$ cat src/rtl/bus_demux_1_2_pkg.sv
// Shared constants for the 1-to-2 data-memory bus demultiplexer.
//   - FSM state encodings (2-bit constant set)
//   - default decode window for target 1 (MMIO)
//   - default wait-cycle limit used when BUS_TIMEOUT_EN is defined
package bus_demux_1_2_pkg;

    localparam logic [1:0] ST_IDLE   = 2'd0;
    localparam logic [1:0] ST_ACCESS = 2'd1;
    localparam logic [1:0] ST_DONE   = 2'd2;

    localparam logic [31:0] T1_BASE_DEF = 32'h1001_0000;
    localparam logic [31:0] T1_MASK_DEF = 32'hFFFF_0000;

    localparam int TIMEOUT_CYCLES_DEF = 16;

endpackage

$ cat src/rtl/bus_addr_decode.sv
// Combinational address decode: sel = 1 when addr falls inside the
// target 1 window ((addr & T1_MASK) == T1_BASE), otherwise 0.
// Ports:
//   addr  in   ADDR_LENGTH  byte address to decode
//   sel   out  1            0 = target 0 (RAM), 1 = target 1 (MMIO)
module bus_addr_decode
    import bus_demux_1_2_pkg::*;
#(
    parameter int                     ADDR_LENGTH = 32,
    parameter logic [ADDR_LENGTH-1:0] T1_BASE     = T1_BASE_DEF,
    parameter logic [ADDR_LENGTH-1:0] T1_MASK     = T1_MASK_DEF
)(
    input  logic [ADDR_LENGTH-1:0] addr,
    output logic                   sel
);

    assign sel = ((addr & T1_MASK) == T1_BASE);

endmodule

$ cat src/rtl/bus_demux_1_2.sv
// Sequential 1-to-2 bus demultiplexer for the data-memory side of the core.
// One load/store request is latched in IDLE, decoded to target 0 (RAM) or
// target 1 (MMIO), handed to that target with a req/ack handshake, and the
// result is returned to the core as a one-cycle cpu_ready pulse.
//
// Optional feature macro: BUS_TIMEOUT_EN
//   defined   - ACCESS gives up after TIMEOUT_CYCLES cycles without ack and
//               completes with cpu_err = 1, cpu_rdata = 0
//   undefined - ACCESS waits for ack indefinitely, cpu_err tied to 0
//
// Ports:
//   clk, rst                 clock (rising edge), async active-high reset
//   cpu_req/we/addr/wdata    core request (held until cpu_ready)
//   cpu_rdata/ready/err      core response, valid while cpu_ready = 1
//   tN_req/we/addr/wdata     target N request (registered)
//   tN_rdata/ack             target N response, rdata valid with ack
//
// state      | meaning
// -----------+---------------------------------------------------------
// ST_IDLE    | waiting for cpu_req; latches decode and request fields
// ST_ACCESS  | tN_req asserted toward the latched target, waiting for ack
// ST_DONE    | cpu_ready pulse (one cycle), then back to ST_IDLE
module bus_demux_1_2
    import bus_demux_1_2_pkg::*;
#(
    parameter int                     DATA_LENGTH    = 32,
    parameter int                     ADDR_LENGTH    = 32,
    parameter logic [ADDR_LENGTH-1:0] T1_BASE        = T1_BASE_DEF,
    parameter logic [ADDR_LENGTH-1:0] T1_MASK        = T1_MASK_DEF,
    parameter int                     TIMEOUT_CYCLES = TIMEOUT_CYCLES_DEF
)(
    input  logic                   clk,
    input  logic                   rst,
    input  logic                   cpu_req,
    input  logic                   cpu_we,
    input  logic [ADDR_LENGTH-1:0] cpu_addr,
    input  logic [DATA_LENGTH-1:0] cpu_wdata,
    output logic [DATA_LENGTH-1:0] cpu_rdata,
    output logic                   cpu_ready,
    output logic                   cpu_err,
    output logic                   t0_req,
    output logic                   t0_we,
    output logic [ADDR_LENGTH-1:0] t0_addr,
    output logic [DATA_LENGTH-1:0] t0_wdata,
    input  logic [DATA_LENGTH-1:0] t0_rdata,
    input  logic                   t0_ack,
    output logic                   t1_req,
    output logic                   t1_we,
    output logic [ADDR_LENGTH-1:0] t1_addr,
    output logic [DATA_LENGTH-1:0] t1_wdata,
    input  logic [DATA_LENGTH-1:0] t1_rdata,
    input  logic                   t1_ack
);

    logic [1:0]             state_q, state_d;
    logic                   sel_q, sel_d;
    logic [DATA_LENGTH-1:0] cpu_rdata_q, cpu_rdata_d;
    logic                   cpu_ready_q, cpu_ready_d;
    logic                   t0_req_q, t0_req_d, t0_we_q, t0_we_d;
    logic [ADDR_LENGTH-1:0] t0_addr_q, t0_addr_d;
    logic [DATA_LENGTH-1:0] t0_wdata_q, t0_wdata_d;
    logic                   t1_req_q, t1_req_d, t1_we_q, t1_we_d;
    logic [ADDR_LENGTH-1:0] t1_addr_q, t1_addr_d;
    logic [DATA_LENGTH-1:0] t1_wdata_q, t1_wdata_d;

    logic                   dec_sel;
    logic                   ack_sel;
    logic                   we_sel;
    logic [DATA_LENGTH-1:0] rdata_sel;
    logic                   finish;

`ifdef BUS_TIMEOUT_EN
    localparam int CNT_W = (TIMEOUT_CYCLES > 1) ? $clog2(TIMEOUT_CYCLES) : 1;
    localparam logic [CNT_W-1:0] CNT_LOAD = CNT_W'(TIMEOUT_CYCLES - 1);

    logic [CNT_W-1:0] cnt_q, cnt_d;
    logic             cpu_err_q, cpu_err_d;
`else
    logic unused_timeout;
    assign unused_timeout = ^TIMEOUT_CYCLES;
`endif

    bus_addr_decode #(
        .ADDR_LENGTH (ADDR_LENGTH),
        .T1_BASE     (T1_BASE),
        .T1_MASK     (T1_MASK)
    ) u_decode (
        .addr (cpu_addr),
        .sel  (dec_sel)
    );

    // Only the latched target's handshake is looked at; the other is ignored.
    always_comb begin
        ack_sel   = sel_q ? t1_ack   : t0_ack;
        rdata_sel = sel_q ? t1_rdata : t0_rdata;
        we_sel    = sel_q ? t1_we_q  : t0_we_q;
    end

    always_comb begin
        state_d     = state_q;
        sel_d       = sel_q;
        cpu_rdata_d = cpu_rdata_q;
        cpu_ready_d = 1'b0;
        t0_req_d    = t0_req_q;
        t0_we_d     = t0_we_q;
        t0_addr_d   = t0_addr_q;
        t0_wdata_d  = t0_wdata_q;
        t1_req_d    = t1_req_q;
        t1_we_d     = t1_we_q;
        t1_addr_d   = t1_addr_q;
        t1_wdata_d  = t1_wdata_q;
        finish      = 1'b0;
`ifdef BUS_TIMEOUT_EN
        cnt_d       = cnt_q;
        cpu_err_d   = 1'b0;
`endif

        case (state_q)
            ST_IDLE: begin
                if (cpu_req) begin
                    state_d    = ST_ACCESS;
                    sel_d      = dec_sel;
                    // Request fields live directly in the target registers,
                    // so the non-selected side is loaded with zeros.
                    t0_req_d   = ~dec_sel;
                    t0_we_d    = ~dec_sel & cpu_we;
                    t0_addr_d  = dec_sel ? '0 : cpu_addr;
                    t0_wdata_d = dec_sel ? '0 : cpu_wdata;
                    t1_req_d   = dec_sel;
                    t1_we_d    = dec_sel & cpu_we;
                    t1_addr_d  = dec_sel ? cpu_addr  : '0;
                    t1_wdata_d = dec_sel ? cpu_wdata : '0;
`ifdef BUS_TIMEOUT_EN
                    cnt_d      = CNT_LOAD;
`endif
                end
            end
            ST_ACCESS: begin
                // Ack on the expiry cycle takes priority over the timeout.
                if (ack_sel) begin
                    finish      = 1'b1;
                    cpu_rdata_d = we_sel ? '0 : rdata_sel;
                end
`ifdef BUS_TIMEOUT_EN
                else if (cnt_q == '0) begin
                    finish      = 1'b1;
                    cpu_rdata_d = '0;
                    cpu_err_d   = 1'b1;
                end else begin
                    cnt_d = cnt_q - CNT_W'(1);
                end
`endif
            end
            ST_DONE: begin
                state_d = ST_IDLE;
            end
            default: begin
                state_d = ST_IDLE;
            end
        endcase

        if (finish) begin
            state_d     = ST_DONE;
            cpu_ready_d = 1'b1;
            t0_req_d    = 1'b0;
            t0_we_d     = 1'b0;
            t0_addr_d   = '0;
            t0_wdata_d  = '0;
            t1_req_d    = 1'b0;
            t1_we_d     = 1'b0;
            t1_addr_d   = '0;
            t1_wdata_d  = '0;
        end
    end

    always_ff @(posedge clk or posedge rst) begin
        if (rst) begin
            state_q     <= ST_IDLE;
            sel_q       <= 1'b0;
            cpu_rdata_q <= '0;
            cpu_ready_q <= 1'b0;
            t0_req_q    <= 1'b0;
            t0_we_q     <= 1'b0;
            t0_addr_q   <= '0;
            t0_wdata_q  <= '0;
            t1_req_q    <= 1'b0;
            t1_we_q     <= 1'b0;
            t1_addr_q   <= '0;
            t1_wdata_q  <= '0;
`ifdef BUS_TIMEOUT_EN
            cnt_q       <= '0;
            cpu_err_q   <= 1'b0;
`endif
        end else begin
            state_q     <= state_d;
            sel_q       <= sel_d;
            cpu_rdata_q <= cpu_rdata_d;
            cpu_ready_q <= cpu_ready_d;
            t0_req_q    <= t0_req_d;
            t0_we_q     <= t0_we_d;
            t0_addr_q   <= t0_addr_d;
            t0_wdata_q  <= t0_wdata_d;
            t1_req_q    <= t1_req_d;
            t1_we_q     <= t1_we_d;
            t1_addr_q   <= t1_addr_d;
            t1_wdata_q  <= t1_wdata_d;
`ifdef BUS_TIMEOUT_EN
            cnt_q       <= cnt_d;
            cpu_err_q   <= cpu_err_d;
`endif
        end
    end

    assign cpu_rdata = cpu_rdata_q;
    assign cpu_ready = cpu_ready_q;
    assign t0_req    = t0_req_q;
    assign t0_we     = t0_we_q;
    assign t0_addr   = t0_addr_q;
    assign t0_wdata  = t0_wdata_q;
    assign t1_req    = t1_req_q;
    assign t1_we     = t1_we_q;
    assign t1_addr   = t1_addr_q;
    assign t1_wdata  = t1_wdata_q;
`ifdef BUS_TIMEOUT_EN
    assign cpu_err   = cpu_err_q;
`else
    assign cpu_err   = 1'b0;
`endif

endmodule

$ cat config.mk
export PLATFORM = sky130hd
export DESIGN_NAME = bus_demux_1_2
export DESIGN_NICKNAME = d
export VERILOG_FILES = /design/src/rtl/bus_demux_1_2_pkg.sv /design/src/rtl/bus_addr_decode.sv /design/src/rtl/bus_demux_1_2.sv
export SDC_FILE = /design/constraint.sdc
export NUM_CORES = 1
export LEC_CHECK = 0
export ABC_AREA = 0
export CAP_MARGIN = 20
export CORE_AREA = 2 2 130 132
export CTS_CLUSTER_DIAMETER = 100
export DETAILED_ROUTE_END_ITERATION = 10
export DIE_AREA = 0 0 132 134
export GPL_TIMING_DRIVEN = 0
export PLACE_DENSITY = 0.8
export REMOVE_ABC_BUFFERS = 1
export SYNTH_ARGS = -nofsm -noshare
export SYNTH_HDL_FRONTEND = slang
export SYNTH_SLANG_ARGS = --single-unit
$ cat constraint.sdc
create_clock -name clk -period 8.4 [get_ports clk]
set_input_delay 2.1 -clock clk [delete_from_list [all_inputs] [get_ports clk]]
set_output_delay 2.1 -clock clk [all_outputs]
set_load 0.005 [all_outputs]
### Yosys cells after proc, flatten, opt, wreduce, memory -nomap -nowiden

Cells that the tools add are included.

| cells by class | value |
|---|---|
| $lt $le $gt $ge | 0 |
| bitwise gates (word level) | 3 |
| shift-type cells | 0 |
| multiplexer cells | 38 |
| add/subtract/negate cells | 0 |
| reductions and logical operators | 7 |
| equal/unequal tests | 4 |
| $mul | 0 |
| div/mod/pow operators | 0 |

Operators by type and width:

| operator | number |
|---|---|
| two-way mux 32 bit | 18 |
| two-way mux 1 bit | 17 |
| equality test 16 x 13 -> 1 bit, second input constant | 1 |
| AND reduction 2 bit | 4 |
| two-way mux 2 bit | 2 |
| case mux 2 bit (2 select lines) | 1 |
| nonzero test 2 bit | 2 |
| != test 3 bit, second input constant | 1 |
| AND 1 bit | 2 |
| equality test 2 x 1 -> 1 bit, second input constant | 1 |
| zero test 2 bit | 1 |
| != test 2 bit, second input constant | 1 |
| NOT 1 bit | 1 |

| storage, ports and cells | value |
|---|---|
| output and inout port bits | 166 |
| memories kept | 0 |
| register bits after elaboration | 168 |
| latch bits | 0 |
| ROM bits | 0 |
| bits of input ports | 134 |
| bits in writable memories | 0 |

### Longest topological paths before layout

Gate-level depths: netlist of run 1.

| depth | value |
|---|---|
| word-level depth | 6 |
| depth in mapped cells | 7 |
| mapped depth without buffers | 3 |

### By module

A second synthesis of run 1 with hierarchy kept.

| second synthesis, totals | value |
|---|---|
| cell total of the unflattened synthesis | 457 |
| area total of the unflattened synthesis | 6495.0 sq um |

By module, submodules not included:

| module | area an instance (sq um) | instances | sequential area each (sq um) | cells each |
|---|---|---|---|---|
| bus_demux_1_2 | 6456.2 | 1 | 4204.0 | 452 |
| bus_addr_decode | 38.8 | 1 | 0.0 | 5 |

### Worst setup path before layout of run 1

No wires, ideal clock.

| timing | value |
|---|---|
| kind | input to register |
| start | in cpu_req |
| end | reg t0_wdata_q[0], in the netlist t0_wdata[0] |
| setup slack | 5.031 ns |
| stages on the path | 7 |
| data arrival time | 3.247 ns |
| path buffers | 4 |
| path through | or3b_1 -> buf_2 -> o31a_1 -> buf_6 -> buf_6 -> buf_6 -> a32o_1 |

| between the ends | value |
|---|---|
| longest elaborated chain between the ends | 2 |

Ends and longest elaborated chain:

| element | RTL line | RTL |
|---|---|---|
| start, declared | bus_demux_1_2.sv:34 | `input logic cpu_req,` |
| nonzero test 2 bit (no line) | -- |  |
| AND reduction 2 bit (no line) | -- |  |
| end signal, assigned | bus_demux_1_2.sv:202 | `t0_wdata_q <= t0_wdata_d;` |
| end, declared | bus_demux_1_2.sv:61 | `logic [DATA_LENGTH-1:0] t0_wdata_q, t0_wdata_d;` |

No other way between the ends.
A chain may end at the register's enable or synchronous reset.

### Final worst setup path of run 1

| timing | value |
|---|---|
| start | in cpu_addr[17] |
| end | reg t0_wdata_q[15], in the netlist t0_wdata[15] |

| between the ends | value |
|---|---|
| longest elaborated chain between the ends | 5 |

Ends and longest elaborated chain:

| element | RTL line | RTL |
|---|---|---|
| start, declared | bus_demux_1_2.sv:36 | `input logic [ADDR_LENGTH-1:0] cpu_addr,` |
| equality test 16 x 13 -> 1 bit | bus_addr_decode.sv:17 | `assign sel = ((addr & T1_MASK) == T1_BASE);` |
| two-way mux 32 bit | bus_demux_1_2.sv:128 | `t0_wdata_d = dec_sel ? '0 : cpu_wdata;` |
| two-way mux 32 bit | bus_demux_1_2.sv:120 | `if (cpu_req) begin` |
| two-way mux 32 bit | bus_demux_1_2.sv:118 | `case (state_q)` |
| two-way mux 32 bit | bus_demux_1_2.sv:162 | `if (finish) begin` |

No other way between the ends. The select of a mux whose other input is x is not followed.

==> results of run 1 <==
cell usage after synthesis:
| cell type | number | share of area |
|---|---|---|
| nor3b_1 | 1 | 0.0011 |
| buf_2 | 16 | 0.012 |
| buf_1 | 3 | 0.0017 |
| nor2_1 | 33 | 0.019 |
| a32o_1 | 100 | 0.15 |
| nor3_1 | 2 | 0.0015 |
| conb_1 | 1 | 0.00056 |
| a22o_1 | 4 | 0.0052 |
| nor4b_1 | 2 | 0.0026 |
| and4_1 | 1 | 0.0013 |
| buf_4 | 3 | 0.0034 |
| or3b_1 | 1 | 0.0013 |
| mux2_2 | 33 | 0.056 |
| buf_6 | 4 | 0.0067 |
| nor4_1 | 2 | 0.0019 |
| inv_1 | 2 | 0.0011 |
| and2_1 | 14 | 0.013 |
| o31a_1 | 1 | 0.0013 |
| nand2_1 | 29 | 0.016 |
| dfrtp_1 | 168 | 0.63 |
| clkbuf_1 | 26 | 0.015 |
| mux2i_1 | 34 | 0.051 |
| nand4_1 | 1 | 0.00094 |
| o21ai_0 | 15 | 0.011 |
flip-flops by register name, summed over array words and instances, names as in the netlist, 2 cells and up:
register   count
t1_wdata      32
cpu_rdata     32
t0_addr       32
t1_addr       32
state_q        2
t0_wdata      32
layout make-up:
cell class	instances	area, µm²	area share
Sequential cell	168	4210	0.396
Inverter	2	12.5	0.00118
Tap cell	220	275	0.0259
Clock inverter	11	171	0.0162
Clock buffer	21	460	0.0434
Multi-Input combinational cell	274	2240	0.211
Timing Repair Buffer	316	3250	0.306
stage by stage:
step	hold slack (ps)	total power [W]
finish	483	0.00250
global route	501	0.00261
CTS	490	0.00253
detailed placement	471	0.00169
global placement	468	0.00164
floorplan	478	0.00124
routing by layer:
| metal | track usage | wire length (µm) |
|---|---|---|
| met4 | 0.104 | 621 |
| met2 | 0.414 | 10700 |
| met1 | 0.271 | 7950 |
| met5 | 0 | 0 |
| met3 | 0.0624 | 1180 |
worst min path at each step:
stage                           start  cells past startpoint           to
after global routing      t1_addr[19]                      1  t1_addr[19]
after global placement    t1_addr[24]                      1  t1_addr[24]
after CTS                 t1_addr[18]                      1  t1_addr[18]
after floorplan           t1_addr[17]                      1  t1_addr[17]
final                     t1_addr[18]                      1  t1_addr[18]
after detailed placement  t1_addr[29]                      1  t1_addr[29]
cells by family after synthesis:
kind of cell           Yosys count
buffers and inverters           54
and+or+nand+nor                 86
other                            1
DFF                            168
AOI/OAI and AO/OA              120
muxes                           67
critical path: stages:
cell and delay, ps:
clkdlybuf4s50_1 470, nor4b_1 580, nand4_1 510, buf_8 330, buf_8 160, a32o_1 260
power breakdown:
part | leakage, nW | switching (W) | internal, W
Sequential | 2.21 | 0.0000760 | 0.000945
Combinational | 1.87 | 0.000247 | 0.000406
Clock | 0.303 | 0.000317 | 0.000514
Total | 4.39 | 0.000640 | 0.00186
==> out/qor.csv, run 1 <==
stage;metric;value;unit
run_status;run status;completed;
timing;period utilization;0.492;
setup_path;CP max FO;16;
synth;largest family of logic cells by synthesized area;compound AO/OA/AOI/OAI gates;
floorplanning;Initial Util;0.411;
setup_path;Setup CP Type;input port to flip-flop;
clocking;CTS Buf Count;17;
timing;Worst-Margin Slew;1020;ps
clocking;htree depth;4;
final_layout;commonest non-fill, non-tap cell in the layout;clkdlybuf4s50_1;
timing;post-route setup TNS;0;ps
timing;setup ws final;4270;ps
clocking;cts repair resizes;0;
timing;Clock Skew;12.2;ps
placed_design;pre-CTS setup slack;3950;ps
global_route;vias in the first global route;5972;
placed_design;DP HPWL;14900;µm
synth;complex-gate fraction of the synthesized area;0.167;
placed_design;Placer Congestion;0.921;
routing;wire per inst;20.2;µm
global_route;first-pass GRT wire length;32600;µm
placed_design;Cell Area, Placed;0.00997;mm²
placed_design;placed insts;979;
setup_path;critical path required time;8700;ps
clocking;worst-skew pair later-pin latency;420;ps
routing;drt initial violations;265;
synth;Yosys warning count;0;
synth;post-synthesis register bit count;168;
routing;DRC violations left;0;
floorplanning;Die Wd;132;µm
synth;register area share after synthesis;0.628;
worst_hold_path;Worst Hold Class;flip-flop to flip-flop;
flow_run;maxcap violations;0;
power_and_ir_drop;Peak VDD IR;0.148;mV
setup_path;reg-to-reg endpoint;cpu_rdata[8];
power_and_ir_drop;leakage;4.39;nW
final_layout;Util after Layout;0.651;
final_layout;# diodes;0;
global_route;Total GRT Usage;0.235;
final_layout;most frequent cells in the layout;clkdlybuf4s50_1 (298), dfrtp_1 (167), a32o_1 (100);
timing;Fin. Hold Viols;0;
global_route;Overflow after GRT;0;
timing;max-slew violations;0;
clocking;CTS Sinks;168;
setup_path;worst setup path endpoint;t0_wdata[15];
clocking;clk buf depth;2;
synth;Avg Synthesized Cell Area;13.5;µm²
timing;RSZ-0062 raised after global routing;false;
timing;Fmax;242;MHz
final_layout;Non-Filler Instances;1012;
clocking;clock-pin slew on the worst setup and hold paths;60;ps
global_route;initial antenna violation count;0;
synth;mux cell area share after synthesis;0.106;
floorplanning;die area;0.0177;mm²
setup_path;Reg2Reg Depth;5;
routing;detailed-router iteration count before antenna repair;4;
final_layout;Non-Filler Cell Area, Final;0.0106;mm²
power_and_ir_drop;Pwr Density;236;mW/mm²
synth;Synth Area in Adders;0;
routing;DR vias;5522;
timing;Max-Slew Margin vs Limit;0.317;
setup_path;Arrival @ worst endpoint;4440;ps
timing;post-route minimum period;4130;ps
final_layout;fin nets;913;
placed_design;Buffers on Ports;298;
final_layout;fill count;1218;
routing;final WL;20500;µm
synth;cells after synthesis;496;
routing;post-route ant nets;0;
clocking;TritonCTS clock tree;done;
clocking;cts-stage hold buffer count;0;
setup_path;worst r2r src;sel_q;
synth;Post-Syn Area;0.00670;mm²
setup_path;CP endpoint kind;flip-flop;
timing;endpoints failing setup;0;
clocking;Post-CTS Setup Bufs;0;
synth;xor and xnor area share after synthesis;0;
setup_path;CP startpoint;cpu_addr[17];
final_layout;share of cells above drive strength 1;0.110;
floorplanning;die height;134;µm
floorplanning;row count;47;
setup_path;r2r setup slk;5550;ps
final_layout;area grow syn2layout;58.5;%
setup_path;Startpoint Class;input port;
clocking;clock root cell;clkbuf_16;
synth;post-synthesis simple-gate area fraction;0.0585;
floorplanning;core area;0.0163;mm²
routing;Via density;5.46;
floorplanning;I/O pins;300;
global_route;largest net degree at the start of global routing;91;
synth;post-synth cell types;24;
Power figures use the tool's default switching activity.
==> run 2, diff against run 1 <==
clock period = 4.35 ns   (was 8.4 ns; I/O delays follow)
==> results of run 2 <==
The final DEF is identical to that of run 1. Status: completed.
Among the figures that moved: setup slack after placement 3950 ps -> 912 ps; setup slack after layout 4270 ps -> 1230 ps; register-to-register setup slack 5550 ps -> 1500 ps; total power 0.00250 W -> 0.00484 W; worst IR drop on VDD 0.148 mV -> 0.285 mV
==> run 3, diff against run 2 <==
clock period = 3.1 ns   (was 4.35 ns; I/O delays follow)
==> results of run 3 <==
The final DEF is identical to that of run 1. Status: completed.
Among the figures that moved: setup slack after placement 3950 ps -> -25.9 ps; setup slack after layout 4270 ps -> 249 ps; start point of the critical path cpu_addr[17] -> sel_q; end point of the critical path t0_wdata[15] -> cpu_rdata[8]; register-to-register setup slack 5550 ps -> 250 ps; total power 0.00250 W -> 0.00679 W; worst IR drop on VDD 0.148 mV -> 0.400 mV
